### src/rtl/fwd_hazard_ctrl.sv
// fwd_hazard_ctrl: EX-stage operand forwarding selects and load-use stall generation.
// Optional define FWD_HAZARD_CNT_EN adds saturating stall/forward event counters.
module fwd_hazard_ctrl #(
    parameter int REG_AW = 5
) (
    input  logic              clk_i,
    input  logic              rst_i,
    input  logic              id_valid_i,
    input  logic [REG_AW-1:0] id_rs1_i,
    input  logic [REG_AW-1:0] id_rs2_i,
    input  logic [REG_AW-1:0] id_rd_i,
    input  logic              id_regwrite_i,
    input  logic              id_memread_i,
    input  logic              flush_i,
    output logic [1:0]        fwd_a_sel_o,
    output logic [1:0]        fwd_b_sel_o,
    output logic              stall_o
`ifdef FWD_HAZARD_CNT_EN
    ,
    output logic [15:0]       stall_cnt_o,
    output logic [15:0]       fwd_cnt_o
`endif
);
    logic              idex_valid_q, idex_regwrite_q, idex_memread_q;
    logic [REG_AW-1:0] idex_rs1_q, idex_rs2_q, idex_rd_q;
    logic              exmem_valid_q, exmem_regwrite_q;
    logic [REG_AW-1:0] exmem_rd_q;
    logic              memwb_valid_q, memwb_regwrite_q;
    logic [REG_AW-1:0] memwb_rd_q;
    logic              idex_valid_d, idex_regwrite_d, idex_memread_d;
    logic [REG_AW-1:0] idex_rs1_d, idex_rs2_d, idex_rd_d;
    logic              exmem_wr, memwb_wr;

    assign stall_o = idex_valid_q && idex_memread_q && (idex_rd_q != '0) && id_valid_i && !flush_i
                     && ((idex_rd_q == id_rs1_i) || (idex_rd_q == id_rs2_i));

    // A squashed, stalled or invalid ID slot enters ID/EX as an all-zero bubble
    always_comb begin
        idex_valid_d    = id_valid_i && !stall_o && !flush_i;
        idex_rs1_d      = idex_valid_d ? id_rs1_i : '0;
        idex_rs2_d      = idex_valid_d ? id_rs2_i : '0;
        idex_rd_d       = idex_valid_d ? id_rd_i : '0;
        idex_regwrite_d = idex_valid_d && id_regwrite_i;
        idex_memread_d  = idex_valid_d && id_memread_i;
    end

    always_ff @(posedge clk_i or negedge rst_i) begin
        if (!rst_i) begin
            idex_valid_q     <= 1'b0;
            idex_rs1_q       <= '0;
            idex_rs2_q       <= '0;
            idex_rd_q        <= '0;
            idex_regwrite_q  <= 1'b0;
            idex_memread_q   <= 1'b0;
            exmem_valid_q    <= 1'b0;
            exmem_rd_q       <= '0;
            exmem_regwrite_q <= 1'b0;
            memwb_valid_q    <= 1'b0;
            memwb_rd_q       <= '0;
            memwb_regwrite_q <= 1'b0;
        end else begin
            memwb_valid_q    <= exmem_valid_q;
            memwb_rd_q       <= exmem_rd_q;
            memwb_regwrite_q <= exmem_regwrite_q;
            exmem_valid_q    <= idex_valid_q;
            exmem_rd_q       <= idex_rd_q;
            exmem_regwrite_q <= idex_regwrite_q;
            idex_valid_q     <= idex_valid_d;
            idex_rs1_q       <= idex_rs1_d;
            idex_rs2_q       <= idex_rs2_d;
            idex_rd_q        <= idex_rd_d;
            idex_regwrite_q  <= idex_regwrite_d;
            idex_memread_q   <= idex_memread_d;
        end
    end

    assign exmem_wr = exmem_valid_q && exmem_regwrite_q && (exmem_rd_q != '0);
    assign memwb_wr = memwb_valid_q && memwb_regwrite_q && (memwb_rd_q != '0);

    // EX/MEM checked first: it holds the most recent producer
    always_comb begin
        fwd_a_sel_o = 2'b00;
        fwd_b_sel_o = 2'b00;
        if (idex_valid_q) begin
            fwd_a_sel_o = (exmem_wr && exmem_rd_q == idex_rs1_q) ? 2'b10 :
                          (memwb_wr && memwb_rd_q == idex_rs1_q) ? 2'b01 : 2'b00;
            fwd_b_sel_o = (exmem_wr && exmem_rd_q == idex_rs2_q) ? 2'b10 :
                          (memwb_wr && memwb_rd_q == idex_rs2_q) ? 2'b01 : 2'b00;
        end
    end

`ifdef FWD_HAZARD_CNT_EN
    logic [15:0] stall_cnt_q, fwd_cnt_q;
    always_ff @(posedge clk_i or negedge rst_i) begin
        if (!rst_i) begin
            stall_cnt_q <= '0;
            fwd_cnt_q   <= '0;
        end else begin
            if (stall_o && stall_cnt_q != 16'hFFFF)
                stall_cnt_q <= stall_cnt_q + 16'd1;
            if ((fwd_a_sel_o != 2'b00 || fwd_b_sel_o != 2'b00) && fwd_cnt_q != 16'hFFFF)
                fwd_cnt_q <= fwd_cnt_q + 16'd1;
        end
    end
    assign stall_cnt_o = stall_cnt_q;
    assign fwd_cnt_o   = fwd_cnt_q;
`endif
endmodule

### config.mk
export PLATFORM = sky130hd
export DESIGN_NAME = fwd_hazard_ctrl
export DESIGN_NICKNAME = d
export VERILOG_FILES = /design/src/rtl/fwd_hazard_ctrl.sv
export SDC_FILE = /design/constraint.sdc
export NUM_CORES = 1
export LEC_CHECK = 0
export ABC_AREA = 1
export CAP_MARGIN = 20
export CELL_PAD_IN_SITES_DETAIL_PLACEMENT = 0
export CELL_PAD_IN_SITES_GLOBAL_PLACEMENT = 2
export CORE_UTILIZATION = 30
export DETAILED_ROUTE_END_ITERATION = 8
export GPL_TIMING_DRIVEN = 0
export PLACE_DENSITY = 0.74
export SKIP_CTS_REPAIR_TIMING = 1
export SLEW_MARGIN = 15
export SYNTH_ARGS = -nofsm -noshare
export SYNTH_HDL_FRONTEND = slang
export SYNTH_SLANG_ARGS = --single-unit
### constraint.sdc
create_clock -name clk_i -period 1.7 [get_ports clk_i]
set_clock_uncertainty 0.15 [all_clocks]
set_input_delay 0.34 -clock clk_i [delete_from_list [all_inputs] [get_ports clk_i]]
set_output_delay 0.34 -clock clk_i [all_outputs]
set_load 0.005 [all_outputs]
==> metrics list <==
* Setup Slack @ Placement: -721 ps
* Sequential share of the synthesized area: 54.5%
* Startpoint class of the critical path: flip-flop
- Data arrival time of the worst path: 1440 ps
- The die is 72.0 um wide.
- The tool flagged a number of max-cap violations equal to 0.
- Violations in the final reports: hold timing, setup timing
- Reported leakage power: 0.00120 uW
* Pre-Repair DR Iteration Count: 3
* Fin worst setup slack: -228 ps
- Final hold violation count: 32
* P&R area growth vs syn: 42.3%
* Share of the synthesized area in the top cell type: 54.5%
- Total global routing track utilization: 12.8%
* Type of the worst min-delay path: input port to asynchronous set/reset pin
* Power after layout: 1660 uW
- Required time of the critical path: 1210 ps
- Total power density per cell area: 795 nW/um^2
- In the post-synthesis netlist, the biggest area contributors are dfrtp_1 (55%), nor2_1 (9.2%), inv_1 (8.2%).
- Pin count of the biggest net entering global routing: 33
- Setup violations remaining at the end of the flow were counted as 5.
- The via count of the first global-routing pass was 1,049.
* Mapped Avg Cell Area: 8.64 um^2
- Once detailed placement completed, the half-perimeter wirelength came to 2.18 mm.
* Largest stage delay on the critical path: 440 ps
* Core area: 4720 um^2
- The library cells used most frequently in the layout, excluding fill and tap cells, are inv_1 (29), dfrtp_1 (29), nor2_1 (28).
- The initial antenna violation count is 0.
- Post-Syn Instances: 170
* Post-synth cell types: 17
* Iteration-0 DRC count of the detailed router: 24
* Clock Pin Slew Worst Setup and Hold Paths: 60 ps
* Clk sinks: 32
- Detailed routing inserted a total of 1,098 vias.
- Pin placement for this block handled 26 I/O pins.
* Startpoint-to-endpoint class of the critical path: flip-flop to output port
- Warnings, synthesis: 0
- CTS H-Tree Depth: 2
* Met1 track utilization from global routing: 15.3%
- TritonCTS built the clock tree.
* Net count of the finished layout: 230
* Actual transition at the worst max-transition pin: 686 ps
* Clk Latency, worst-skew pair: 270 ps
- Hold_ws: -51.0 ps
* Outcome: finished with violations
* Setup TNS: -927 ps
- Cells traversed along the worst timing path: buf_6, xnor2_2, nand2_1, nor2_2, nand3_2, nor2_1, buf_2
- Launch instance of the worst register-to-register path: idex_rd_q[0]
- Headroom to the max-slew limit: 54.3%
- Number of flip-flops and latches in the synthesized netlist: 32
- The max-slew violation total from the final report is 0.
- CP endpoint kind: output port
* Die outline area: 5180 um^2
- Critical Path Slowest Stage Cell: dfrtp_2
- Synthesized netlist net count: 191
* Met3 track demand over resource: 3.89%
- Routability-driven placement finished with a final weighted congestion of 0.778.
- The finished layout holds 276 standard cells, fillers aside.
- The first global-routing pass estimated 4.86 mm of wire.
- Combined flip-flop and latch cell area: 805 um^2
* # placed instances: 262
- Max Fanout on Critical Path: 4
- After global routing the overflow that remains totals 0.
- Ant. Diodes: 0
- Via-per-instance ratio: 3.98
* Number of filler instances in the final layout: 491
- In the final routed layout, each cell accounts on average for 10.8 um.
* Maximum frequency from static timing analysis: 519 MHz
* Worst Setup SP: exmem_rd_q[1]
- From bottom edge to top edge, the die measures 72.0 um.
- dfrtp_1 takes more of the synthesized area than any other cell.
* Met2 Track Usage GR: 21.3%
- ANT nets after route: 0
* RSZ-0062 raised after global routing: yes
* Starting Density: 31.1%
* Num CTS Buffers: 5
- Gr busiest metal: met2
* Post-Syn Area: 1470 um^2
* Final period demand of the worst path: 1930 ps
* Std cell rows: 25
- Of the available clock period, the critical path in the final layout requires 113%.
* Total of buffers placed on input and output ports: 25
* WL final: 2.99 mm
* Share of cells above drive strength 1: 23.4%
* CTS Root Buffer Type: clkbuf_8
- For this run, design rule violations remaining after detail routing come to 0.
* IR drop worst, VDD: 0.000370 V
- Summing all multi-input logic gate instances after layout gives 624 um^2.
* Buffers from clock root to sink, at most: 2
## cell usage after synthesis
| library cell | number |
|---|---|
| nor2_1 | 36 |
| dfrtp_1 | 32 |
| inv_1 | 32 |
| nand2_1 | 28 |
| xor2_1 | 11 |
| xnor2_1 | 10 |
| nand3_1 | 8 |
| nor3_1 | 3 |
| nand4_1 | 2 |
| a21oi_1 | 1 |
| buf_6 | 1 |
| inv_2 | 1 |
| nand2_2 | 1 |
| nand2_4 | 1 |
| nand3b_1 | 1 |
| nor2_2 | 1 |
| o21ai_0 | 1 |
## stage by stage
| stage | instance area (um^2) | util [%] |
|---|---|---|
| final | 2090 | 44.3 |
| after floorplan | 1470 | - |
| after detailed placement | 1800 | 38.1 |
| after global placement | 1800 | 38.2 |
| after global routing | 2090 | 44.3 |
| after CTS | 1890 | 40.1 |
## state kept, by name, indices dropped and copies added (netlist names)
name / count
exmem_rd_q: 5
idex_rd_q: 5
idex_rs1_q: 5
idex_rs2_q: 5
memwb_rd_q: 5
exmem_regwrite_q: 1
exmem_valid_q: 1
idex_memread_q: 1
idex_regwrite_q: 1
idex_valid_q: 1
memwb_regwrite_q: 1
memwb_valid_q: 1
## report_power, final
group	leakage [uW]	total, uW	switching (uW)	internal [uW]
Clock	0.0000503	617	257	360
Combinational	0.000721	219	101	117
Sequential	0.000424	825	32.9	792
## cell families (layout without fill, tap and decap cells)
family / count (synthesis) / count (layout) / share of synthesized area, %
AO/OA/AOI/OAI: 2 / 2 / 0.681
XOR/XNOR: 21 / 21 / 12.5
buffers and inverters: 34 / 73 / 9.20
flip-flops: 32 / 32 / 54.5
AND/OR/NAND/NOR: 81 / 81 / 23.1
## area by class of cell
class,count,share of cell area (%)
Sequential cell,32,38.5
Multi-Input combinational cell,104,29.9
Timing Repair Buffer,32,16.4
Inverter,33,5.92
Clock buffer,7,4.61
Tap cell,67,4.01
Buffer,1,0.718
## path summary, 6_finish.rpt
check                                   endpoint  slack, ps  depth (start not counted)
worst min-delay path            exmem_regwrite_q        -50                          1
worst max register to register     idex_rs2_q[3]        100                         11
worst max-delay path              fwd_b_sel_o[1]       -230                          7
worst min register to register  exmem_regwrite_q        200                          0
min in group clk_i                 idex_rs1_q[4]        180                          3
max in group asynchronous           idex_rd_q[0]        960                          1
## worst max-delay path: cells and delay by family (launching register included)
kind,cells,cell delay [ps]
flip-flops,1,440
buffers and inverters,2,240
XOR/XNOR,1,110
AND/OR/NAND/NOR,4,380
## metal layers
| metal | vias to the layer above | wire, um | part of all wire, % |
|---|---|---|---|
| li1 | 572 | - | - |
| met1 | 499 | 1280 | 43 |
| met2 | 22 | 1540 | 51 |
| met3 | 5 | 118 | 3.9 |
| met4 | 0 | 57 | 1.9 |
| met5 | - | 0 | 0 |
Power figures use the tool's default switching activity.
